[src/rtl/cache_pkg.sv]
// Shared types for the direct-mapped write-back data cache.
// Also holds the LSU/DRAM operation encoding and the line record.
package cache_pkg;

    localparam int TAG_W     = 6;
    localparam int DATA_W    = 32;
    localparam int NUM_LINES = 16;

    typedef enum logic {
        LW = 1'b0,
        SW = 1'b1
    } lsu_ops;

    typedef enum logic [2:0] {
        IDLE,
        COMPARE,
        WRITEBACK,
        REFILL_REQ,
        REFILL_WAIT,
        RESPOND
    } dc_state_e;

    typedef struct packed {
        logic              valid;
        logic              dirty;
        logic [TAG_W-1:0]  tag;
        logic [DATA_W-1:0] data;
    } cache_line_t;

    function automatic logic [15:0] sat_inc(input logic [15:0] v);
        return (v == 16'hFFFF) ? v : v + 16'd1;
    endfunction

endpackage

[src/rtl/dc_line_array.sv]
// Line storage: valid/dirty bits are reset, tag/data are not.
// One combinational read port and one full-line write port.
module dc_line_array
    import cache_pkg::*;
#(
    parameter int  NUM_LINES = 16,
    parameter int  IDX_W     = $clog2(NUM_LINES),
    parameter type line_t    = cache_line_t
) (
    input  logic             clk,
    input  logic             rst,
    input  logic [IDX_W-1:0] rd_idx,
    output line_t            rd_line,
    input  logic             we,
    input  logic [IDX_W-1:0] wr_idx,
    input  line_t            wr_line
);

    logic [NUM_LINES-1:0] valid_q, valid_d;
    logic [NUM_LINES-1:0] dirty_q, dirty_d;
    line_t                mem_q [NUM_LINES];

    always_comb begin
        valid_d = valid_q;
        dirty_d = dirty_q;
        if (we) begin
            valid_d[wr_idx] = wr_line.valid;
            dirty_d[wr_idx] = wr_line.dirty;
        end
    end

    always_ff @(posedge clk or posedge rst) begin
        if (rst) begin
            valid_q <= '0;
            dirty_q <= '0;
        end else begin
            valid_q <= valid_d;
            dirty_q <= dirty_d;
        end
    end

    // Tag and data carry no reset; the valid bit guards them.
    always_ff @(posedge clk) begin
        if (we) begin
            mem_q[wr_idx] <= wr_line;
        end
    end

    always_comb begin
        rd_line       = mem_q[rd_idx];
        rd_line.valid = valid_q[rd_idx];
        rd_line.dirty = dirty_q[rd_idx];
    end

endmodule

[src/rtl/dcache_controller.sv]
// Direct-mapped write-back, write-allocate data cache controller.
// Hits resolve locally; misses write back a dirty victim then refill.
module dcache_controller
    import cache_pkg::*;
#(
    parameter int TAG       = 6,
    parameter int DATA      = 32,
    parameter int NUM_LINES = 16
) (
    input  logic              clk,
    input  logic              rst,
    input  logic              cpu_req,
    input  lsu_ops            cpu_op,
    input  logic [31:0]       cpu_addr,
    input  logic [DATA-1:0]   cpu_wdata,
    output logic              cpu_ready,
    output logic              cpu_rsp_valid,
    output logic [DATA-1:0]   cpu_rdata,
    output logic              mem_req,
    output lsu_ops            lsu_operator,
    output logic [31:0]       address,
    output logic [TAG+DATA:0] write_data_int,
    input  logic              mem_ready,
    input  logic [DATA-1:0]   dram_data_out,
    output logic [15:0]       hit_count,
    output logic [15:0]       miss_count
);

    localparam int IDX_W = $clog2(NUM_LINES);

    typedef struct packed {
        logic            valid;
        logic            dirty;
        logic [TAG-1:0]  tag;
        logic [DATA-1:0] data;
    } line_t;

    dc_state_e        state_q, state_d;
    lsu_ops           op_q, op_d;
    logic [IDX_W-1:0] idx_q, idx_d;
    logic [TAG-1:0]   tag_q, tag_d;
    logic [DATA-1:0]  wdata_q, wdata_d;
    logic [DATA-1:0]  rdata_q, rdata_d;
    logic [15:0]      hit_q, hit_d;
    logic [15:0]      miss_q, miss_d;

    line_t rd_line, wr_line;
    logic  we;
    logic  hit;
    logic  unused_addr_hi;

    assign unused_addr_hi = ^cpu_addr[31:IDX_W+TAG];

    dc_line_array #(
        .NUM_LINES (NUM_LINES),
        .IDX_W     (IDX_W),
        .line_t    (line_t)
    ) u_lines (
        .clk     (clk),
        .rst     (rst),
        .rd_idx  (idx_q),
        .rd_line (rd_line),
        .we      (we),
        .wr_idx  (idx_q),
        .wr_line (wr_line)
    );

    assign hit        = rd_line.valid && (rd_line.tag == tag_q);
    assign cpu_rdata  = rdata_q;
    assign hit_count  = hit_q;
    assign miss_count = miss_q;

    // DRAM-side outputs depend only on state and latched request.
    always_comb begin
        state_d        = state_q;
        op_d           = op_q;
        idx_d          = idx_q;
        tag_d          = tag_q;
        wdata_d        = wdata_q;
        rdata_d        = rdata_q;
        hit_d          = hit_q;
        miss_d         = miss_q;
        we             = 1'b0;
        wr_line        = rd_line;
        cpu_ready      = 1'b0;
        cpu_rsp_valid  = 1'b0;
        mem_req        = 1'b0;
        lsu_operator   = LW;
        address        = '0;
        write_data_int = '0;
        unique case (state_q)
            IDLE: begin
                cpu_ready = 1'b1;
                if (cpu_req) begin
                    op_d    = cpu_op;
                    idx_d   = cpu_addr[IDX_W-1:0];
                    tag_d   = cpu_addr[IDX_W+TAG-1:IDX_W];
                    wdata_d = cpu_wdata;
                    state_d = COMPARE;
                end
            end
            COMPARE: begin
                if (hit) begin
                    hit_d   = sat_inc(hit_q);
                    state_d = RESPOND;
                    if (op_q == SW) begin
                        we            = 1'b1;
                        wr_line.data  = wdata_q;
                        wr_line.dirty = 1'b1;
                    end else begin
                        rdata_d = rd_line.data;
                    end
                end else begin
                    miss_d  = sat_inc(miss_q);
                    state_d = (rd_line.valid && rd_line.dirty)
                            ? WRITEBACK : REFILL_REQ;
                end
            end
            WRITEBACK: begin
                mem_req        = 1'b1;
                lsu_operator   = SW;
                address        = 32'({rd_line.tag, idx_q});
                write_data_int = {1'b1, rd_line.tag, rd_line.data};
                if (mem_ready) begin
                    state_d = REFILL_REQ;
                end
            end
            REFILL_REQ: begin
                mem_req      = 1'b1;
                lsu_operator = LW;
                address      = 32'({tag_q, idx_q});
                if (mem_ready) begin
                    state_d = REFILL_WAIT;
                end
            end
            REFILL_WAIT: begin
                we            = 1'b1;
                wr_line.valid = 1'b1;
                wr_line.tag   = tag_q;
                if (op_q == SW) begin
                    wr_line.data  = wdata_q;
                    wr_line.dirty = 1'b1;
                end else begin
                    wr_line.data  = dram_data_out;
                    wr_line.dirty = 1'b0;
                    rdata_d       = dram_data_out;
                end
                state_d = RESPOND;
            end
            RESPOND: begin
                cpu_rsp_valid = 1'b1;
                state_d       = IDLE;
            end
            default: begin
                state_d = IDLE;
            end
        endcase
    end

    always_ff @(posedge clk or posedge rst) begin
        if (rst) begin
            state_q <= IDLE;
            op_q    <= LW;
            idx_q   <= '0;
            tag_q   <= '0;
            wdata_q <= '0;
            rdata_q <= '0;
            hit_q   <= '0;
            miss_q  <= '0;
        end else begin
            state_q <= state_d;
            op_q    <= op_d;
            idx_q   <= idx_d;
            tag_q   <= tag_d;
            wdata_q <= wdata_d;
            rdata_q <= rdata_d;
            hit_q   <= hit_d;
            miss_q  <= miss_d;
        end
    end

endmodule

[config.mk]
export PLATFORM = sky130hd
export DESIGN_NAME = dcache_controller
export DESIGN_NICKNAME = d
export VERILOG_FILES = /design/src/rtl/cache_pkg.sv /design/src/rtl/dc_line_array.sv /design/src/rtl/dcache_controller.sv
export SDC_FILE = /design/constraint.sdc
export NUM_CORES = 1
export LEC_CHECK = 0
export CAP_MARGIN = 20
export CORE_MARGIN = 5
export CORE_UTILIZATION = 59
export CTS_CLUSTER_DIAMETER = 30
export DETAILED_ROUTE_END_ITERATION = 10
export PLACE_DENSITY = 0.8
export SLEW_MARGIN = 15
export SYNTH_ARGS = -nofsm -noshare
export SYNTH_HDL_FRONTEND = slang
export SYNTH_SLANG_ARGS = --single-unit
[constraint.sdc]
create_clock -name clk -period 11.96 [get_ports clk]
set_input_delay 2.392 -clock clk [delete_from_list [all_inputs] [get_ports clk]]
set_output_delay 2.392 -clock clk [all_outputs]
set_load 0.03 [all_outputs]
==> key figures, run 1 <==
Detailed routing
  – DRT Pass-1 Iters: 7
  – DRT iter0 DRCs: 2435
  – DRC Markers: 0
  – Drt wl/cell: 30.9 um
  – Via count: 19100
  – DRT Wirelength: 88.5 mm
  – ANT nets after route: 0
  – Via density: 6.67

Setup path
  – Crit end category: primary output
  – CP max-delay cell: buf_4
  – Crit path from: idx_q[0]
  – Critical path, cell by cell: buf_4 -> buf_4 -> mux4_2 -> mux4_2 -> and2_1 -> clkdlybuf4s50_1
  – WP data arrival: 4820 ps
  – Reg2reg start: idx_q[0]
  – Crit path max-delay family: buffers and inverters
  – WP data required: 9570 ps
  – Crit path max fanout: 51
  – Crit path buffers/inverters: 3
  – Crit path kind: reg2out
  – Slowest cell delay on critical path: 890 ps
  – Critical Path Source Type: flop

Synthesis
  – Post-synth top cells: edfxtp_1 (608), mux4_2 (178), dfrtp_1 (142), nor2_1 (124), nand2_1 (105)
  – Sequential area share after synthesis: 69.9%
  – Seq cells post-synth: 750
  – Most frequent cell after synthesis: edfxtp_1
  – Top FF cell, synth: edfxtp_1
  – Mapped Cells: 1769
  – Top cell type's share of synthesized area: 58.5%
  – Mapped Area: 31200 um2
  – Post-synth cell types: 65
  – Post-synth EDFFs: 608
  – Largest area contributor in the netlist: edfxtp_1
  – Syn. warnings: 0
  – Area contributors post-synth: edfxtp_1 (58%), mux4_2 (13%), dfrtp_1 (11%), mux2i_1 (2.6%), mux2_2 (2.0%)
  – Avg Cell Area, Syn: 17.6 um2
  – Async SR Flop Fraction: 18.9%

STA
  – Final Setup Violations: 0
  – WHS: 476 ps
  – Setup_tns: 0 ps
  – Final Hold Fails: 0
  – Final period utilization: 60.3%
  – RSZ-0062 raised after global routing: false
  – Slew Limit Headroom: 24.3%
  – Final Slew Violations: 0
  – Post-layout minimum cycle time: 7210 ps
  – Worst-Margin Slew: 1140 ps
  – Post-Route Skew: 42.3 ps
  – Max Freq: 139 MHz

Worst hold path
  – HP Class: reg2reg
  – Hold Startpoint: u_lines.valid_q[2]

Cells and area
  – Layout cell share with drive strength beyond 1: 26.5%
  – Area Growth Syn to Fin: 24.3%
  – Final Util: 74.0%
  – Layout Nets: 2169
  – Fillers: 2720
  – Ant. Diodes: 0

Clocking
  – CTS sink cnt: 750
  – CTS tree: yes
  – Root buffer cell: clkbuf_16
  – CTS max path bufs: 3
  – Clock buffer count from CTS: 135
  – Number of hold buffers added after cts: 0
  – Post-CTS sizing: 0
  – Clk pin slew, worst setup/hold paths: 50 ps
  – Postcts setup bufs: 0
  – H-tree Lvls: 4
  – Clk Latency, worst-skew pair: 720 ps

Power and ir drop
  – Final total power: 12200 uW
  – Worst IR drop on VDD: 0.238 mV
  – Pwr/cell area: 313 nW/um2
  – Leak: 0.0139 uW

Floorplanning
  – IO Pins: 240
  – Cell Rows: 84
  – Die footprint: 57600 um2
  – Starting density of the core: 59.5%
  – Core outline area: 52400 um2
  – Chip Height: 240 um
  – Die X: 240 um

Placement
  – Placer Congestion: 0.796
  – DP HPWL: 43.2 mm
  – # port buffers: 195

Status
  – Status: completed

GRT
  – GRT overflow: 0
  – Vias in the first global route: 20000
  – First-pass GRT wire length: 129 mm
  – Initial antenna violation count: 1
  – Largest net degree at the start of global routing: 98
  – GRT Overall Usage: 30.8%

Flow run
  – Max-Cap Viols: 0
-- metal layers --
metal | vias to the layer above | global-route usage [%] | share of wire (%)
met1 | 9648 | 37.5 | 34
met4 | 2 | 13.6 | 4.5
met5 | - | 0 | 0.015
met2 | 1541 | 52.3 | 52
met3 | 366 | 8.38 | 10
li1 | 7553 | - | -
-- stage by stage --
stage | std cells | cell area (um2) | worst slack (ps)
2_1_floorplan | 1790 | 31300 | 5430
3_3_place_gp | 2603 | 34000 | 5440
3_5_place_dp | 2613 | 34100 | 5460
4_1_cts | 2861 | 38700 | 4640
5_1_grt | 2865 | 38800 | 4430
6_report | 2865 | 38800 | 4750
-- worst paths after layout --
| path | end | slack, ps | cells past startpoint |
|---|---|---|---|
| min in group asynchronous | hit_count[10] | 2100 | 2 |
| worst min register to register | u_lines.valid_q[2] | 480 | 1 |
| max in group asynchronous | idx_q[0] | 8460 | 4 |
| worst max-delay path | write_data_int[9] | 4750 | 6 |
| worst min-delay path | u_lines.valid_q[2] | 480 | 1 |
| worst max register to register | u_lines.mem_q[2][27] | 5310 | 9 |
-- registers in the layout, indices dropped and copies added, names as in the netlist, 3 cells and up --
signal	cells
miss_count	16
state_q	3
idx_q	4
u_lines.valid_q	16
cpu_rdata	32
hit_count	16
tag_q	6
u_lines.dirty_q	16
u_lines.mem_q	608
wdata_q	32
-- final cells by class --
type / count / area (um2) / share of cell area (%)
multi-input combinational: 906 / 8910 / 23.0
inverter: 8 / 35.0 / 0.0903
timing repair buffer: 265 / 2520 / 6.50
sequential: 750 / 21800 / 56.3
tap: 688 / 861 / 2.22
clock buffer: 166 / 3660 / 9.43
clock inverter: 82 / 987 / 2.54
-- cells by family after synthesis --
family | after synthesis | share of synthesized area, %
flip-flops | 750 | 69.9
AND/OR/NAND/NOR | 374 | 5.85
adder cells (fa/ha/maj) | 2 | 0.0802
buffers and inverters | 134 | 2.26
multiplexers | 319 | 17.7
XOR/XNOR | 34 | 0.978
AO/OA/AOI/OAI | 155 | 3.20
other | 1 | 0.0120
-- cell usage in the layout (no fill, tap or decap), types with 11 or more instances in the layout --
cell type        count
mux4_2             178
and2_1              41
mux2i_1             81
nor2_1             114
a21oi_1             33
a31oi_1             27
dfrtp_1            138
nand3_1             20
clkinv_1            11
bufinv_16           18
clkbuf_16          139
xor2_1              31
clkdlybuf4s50_1    195
conb_1              22
buf_4               60
o21ai_0             53
nand2_1            104
nor3_1              13
clkinv_2            20
edfxtp_1           608
mux2_2              55
clkbuf_1            19
nand2b_1            19
-- report_power, final --
part	switching, uW	internal [uW]	total (uW)
Combinational	2600	1540	4140
Clock	1330	2570	3900
Sequential	210	3900	4110
Total	4140	8010	12200
-- worst reg2reg max path: stages (launching register included) --
cell and delay, ps:
dfrtp_4 400, buf_4 710, inv_1 630, o21ai_0 830, xor2_1 240, a2111oi_4 450, and2_1 940, a31oi_4 640
nor2b_4 920, buf_4 530
Power figures use the tool's default switching activity.
==> run 2, diff against run 1 <==
CORE_UTILIZATION = 58   (was 59)
PLACE_DENSITY = 0.79   (was 0.8)
clock period = 7.4 ns   (was 11.96 ns; I/O delays follow)
==> run 2 against run 1 <==
Against the previous run:
- utilization fell by 1.4 points
- final cell count grew 0.35%
- die area is 1.7% higher
- first-iteration DRC count shrank 5.4%
- combinational power rose by 60%
- worst hold slack lost 11 ps
- register-to-register slack lost 3500 ps
- total power is 62% higher
- clock power rose by 64%
- clock-buffer cell count shrank 11
==> key figures, run 2 (synthesized netlist as in run 1, its figures left out) <==
Detailed routing
  – Via density: 6.65 (was 6.67)
  – DRT Wirelength: 86.8 mm (was 88.5 mm)
  – Drt wl/cell: 30.2 um (was 30.9 um)
  – DRT iter0 DRCs: 2303 (was 2435)
  – Via count: 19100 (about the same)
  – DRC Markers: 0 (unchanged)
  – DRT Pass-1 Iters: 5 (was 7)
  – ANT nets after route: 0 (unchanged)

Cells and area
  – Max reg flops: 608 (unchanged)
  – Most frequent cells in the layout: edfxtp_1 (608), clkdlybuf4s50_1 (195), mux4_2 (178), clkbuf_16 (140), dfrtp_1 (138) (was edfxtp_1 (608), clkdlybuf4s50_1 (195), mux4_2 (178), clkbuf_16 (139), dfrtp_1 (138))
  – Layout cell share with drive strength beyond 1: 27.0% (was 26.5%)
  – Post-Layout Cell Count: 2875 (was 2865)
  – Layout Nets: 2170 (was 2169)
  – Design area: 38900 um2 (was 38800 um2)
  – Fillers: 2972 (was 2720)
  – Area Growth Syn to Fin: 24.6% (was 24.3%)
  – Biggest register: u_lines.mem_q (unchanged)
  – Most common cell after layout, fill and taps aside: edfxtp_1 (unchanged)

Power and ir drop
  – Internal power: 13000 uW (was 8010 uW)
  – Worst IR drop on VDD: 0.392 mV (was 0.238 mV)
  – Leak: 0.0139 uW (about the same)
  – Clock Power Share: 32.5% (was 32.1%)
  – Combinational power share: 33.5% (was 34.1%)
  – NetSw: 6720 uW (was 4140 uW)
  – Pwr/cell area: 508 nW/um2 (was 313 nW/um2)
  – Flop pwr share: 34.1% (was 33.8%)
  – Switching share of power: 34.0% (was 34.1%)

GRT
  – Vias in the first global route: 20000 (about the same)
  – GRT Overall Usage: 29.8% (was 30.8%)
  – First-pass GRT wire length: 130 mm (was 129 mm)
  – GRT overflow: 0 (unchanged)
  – Largest net degree at the start of global routing: 96 (was 98)
  – Initial antenna violation count: 0 (was 1)

Setup path
  – Most common cell on crit path: o21ai_0
  – Reg2reg start: idx_q[2] (was idx_q[0])
  – Worst reg-to-reg path cell count: 10 (was 9)
  – CP max-delay cell: dfrtp_2 (was buf_4)
  – Slowest cell delay on critical path: 1000 ps (was 890 ps)
  – Crit path max fanout: 32 (was 51)
  – Critical Path Source Type: flop (unchanged)
  – RR Endpoint: u_lines.mem_q[3][14] (was u_lines.mem_q[2][27])
  – Critical path, cell by cell: buf_4 -> nor2b_1 -> a22o_1 -> o21ai_0 -> o21ai_0 -> nor3_1 -> clkdlybuf4s50_1 (was buf_4 -> buf_4 -> mux4_2 -> mux4_2 -> and2_1 -> clkdlybuf4s50_1)
  – Crit path max-delay family: buffers and inverters (unchanged)
  – Crit path buffers/inverters: 2 (was 3)
  – WP data arrival: 4330 ps (was 4820 ps)
  – Crit end category: primary output (unchanged)
  – R2r setup slk: 1770 ps (was 5310 ps)
  – WP data required: 5920 ps (was 9570 ps)
  – Crit path kind: reg2out (unchanged)

Placement
  – # port buffers: 195 (unchanged)
  – Placed cells: 2628 (was 2613)
  – Placer Congestion: 0.822 (was 0.796)
  – Placed Area: 34200 um2 (was 34100 um2)
  – DP HPWL: 43.5 mm (was 43.2 mm)

Clocking
  – Clk Latency, worst-skew pair: 720 ps (about the same)
  – Clk pin slew, worst setup/hold paths: 60 ps (was 50 ps)
  – CTS sink cnt: 750 (unchanged)
  – Number of hold buffers added after cts: 0 (unchanged)
  – Root buffer cell: clkbuf_16 (unchanged)
  – Postcts setup bufs: 0 (unchanged)
  – CTS max path bufs: 3 (unchanged)
  – H-tree Lvls: 4 (unchanged)
  – Post-CTS sizing: 0 (unchanged)
  – Clock buffer count from CTS: 132 (was 135)
  – CTS tree: yes (unchanged)

Worst hold path
  – Hold Path Stages: 1 (unchanged)
  – Hold Startpoint: u_lines.valid_q[3] (was u_lines.valid_q[2])
  – Hold endpoint: u_lines.valid_q[3] (was u_lines.valid_q[2])
  – HP Class: reg2reg (unchanged)

Status
  – Status: completed (unchanged)

STA
  – Post-layout minimum cycle time: 5810 ps
  – Final Slew Violations: 0 (unchanged)
  – Setup_tns: 0 ps (unchanged)
  – WHS: 465 ps (was 476 ps)
  – Slew Limit Headroom: 26.6% (was 24.3%)
  – Post-Route Skew: 36.5 ps (was 42.3 ps)
  – Final period utilization: 78.5%
  – RSZ-0062 raised after global routing: false (unchanged)
  – Worst-Margin Slew: 1100 ps (was 1140 ps)
  – Final Hold Fails: 0 (unchanged)
  – Final Setup Violations: 0 (unchanged)
  – Max Freq: 172 MHz

Floorplanning
  – Starting density of the core: 58.2% (was 59.5%)
  – Die X: 242 um (was 240 um)
  – Core outline area: 53600 um2 (was 52400 um2)
  – Die footprint: 58600 um2 (was 57600 um2)
  – Chip Height: 242 um (was 240 um)
  – IO Pins: 240 (unchanged)
  – Cell Rows: 85 (was 84)

Flow run
  – Max-Cap Viols: 0 (unchanged)
-- run 2: worst register-to-register path, cell delays in order (launching register included) --
cell	delay [ps]
dfrtp_2	1000
buf_4	710
nor2b_1	230
a22oi_1	240
o2111ai_1	190
a21o_1	260
a2111oi_4	500
and2_1	270
a31oi_4	400
nor2_4	880
buf_4	560
-- run 2: per-layer routing --
layer  part of all wire [%]  routed length (um)  up-vias  GRT usage [%]
li1                       -                   -     7539              -
met1                     35               30700     9851           38.3
met2                     51               43900     1465           49.3
met3                     10                8880      256           7.40
met4                    3.8                3340        0           12.7
met5                      0                   0        -              0
-- run 2: cell type report --
type / count / area, um2 / area share (%)
flip-flops and latches: 750 / 21800 / 56.1
clock buffers: 155 / 3580 / 9.20
multi-input cells: 906 / 8910 / 22.9
repair buffers: 269 / 2530 / 6.50
inverters: 8 / 35.0 / 0.0901
clock inverters: 90 / 1160 / 2.98
well taps: 696 / 871 / 2.24
diodes: 1 / 2.50 / 0.00643
-- run 2: worst max-delay path by stage --
stage | start | cells after the start | slack [ps] | endpoint
after CTS | idx_q[2] | 7 | 1600 | write_data_int[35]
after detailed placement | idx_q[2] | 10 | 2000 | u_lines.mem_q[3][11]
after floorplan | idx_q[3] | 11 | 870 | u_lines.mem_q[4][0]
final | idx_q[2] | 7 | 1590 | write_data_int[35]
after global placement | idx_q[2] | 10 | 2080 | u_lines.mem_q[3][26]
after global routing | idx_q[2] | 9 | 1390 | address[8]
-- run 2: stage by stage --
stage                     setup slack [ps]  total power, uW  utilization (%)
after floorplan                        871            10800                -
after global routing                  1390            20400             72.6
after CTS                             1600            19700             72.6
after global placement                2080            12700             63.7
final                                 1590            19700             72.6
after detailed placement              2000            13000             63.7
-- run 2: power groups by stage --
stage	combinational, uW	clock (uW)	sequential [uW]
after floorplan	4050	0	6760
after global placement	6020	0	6730
after global routing	6990	6680	6760
final	6610	6410	6730
after detailed placement	6270	0	6750
after CTS	6530	6450	6710
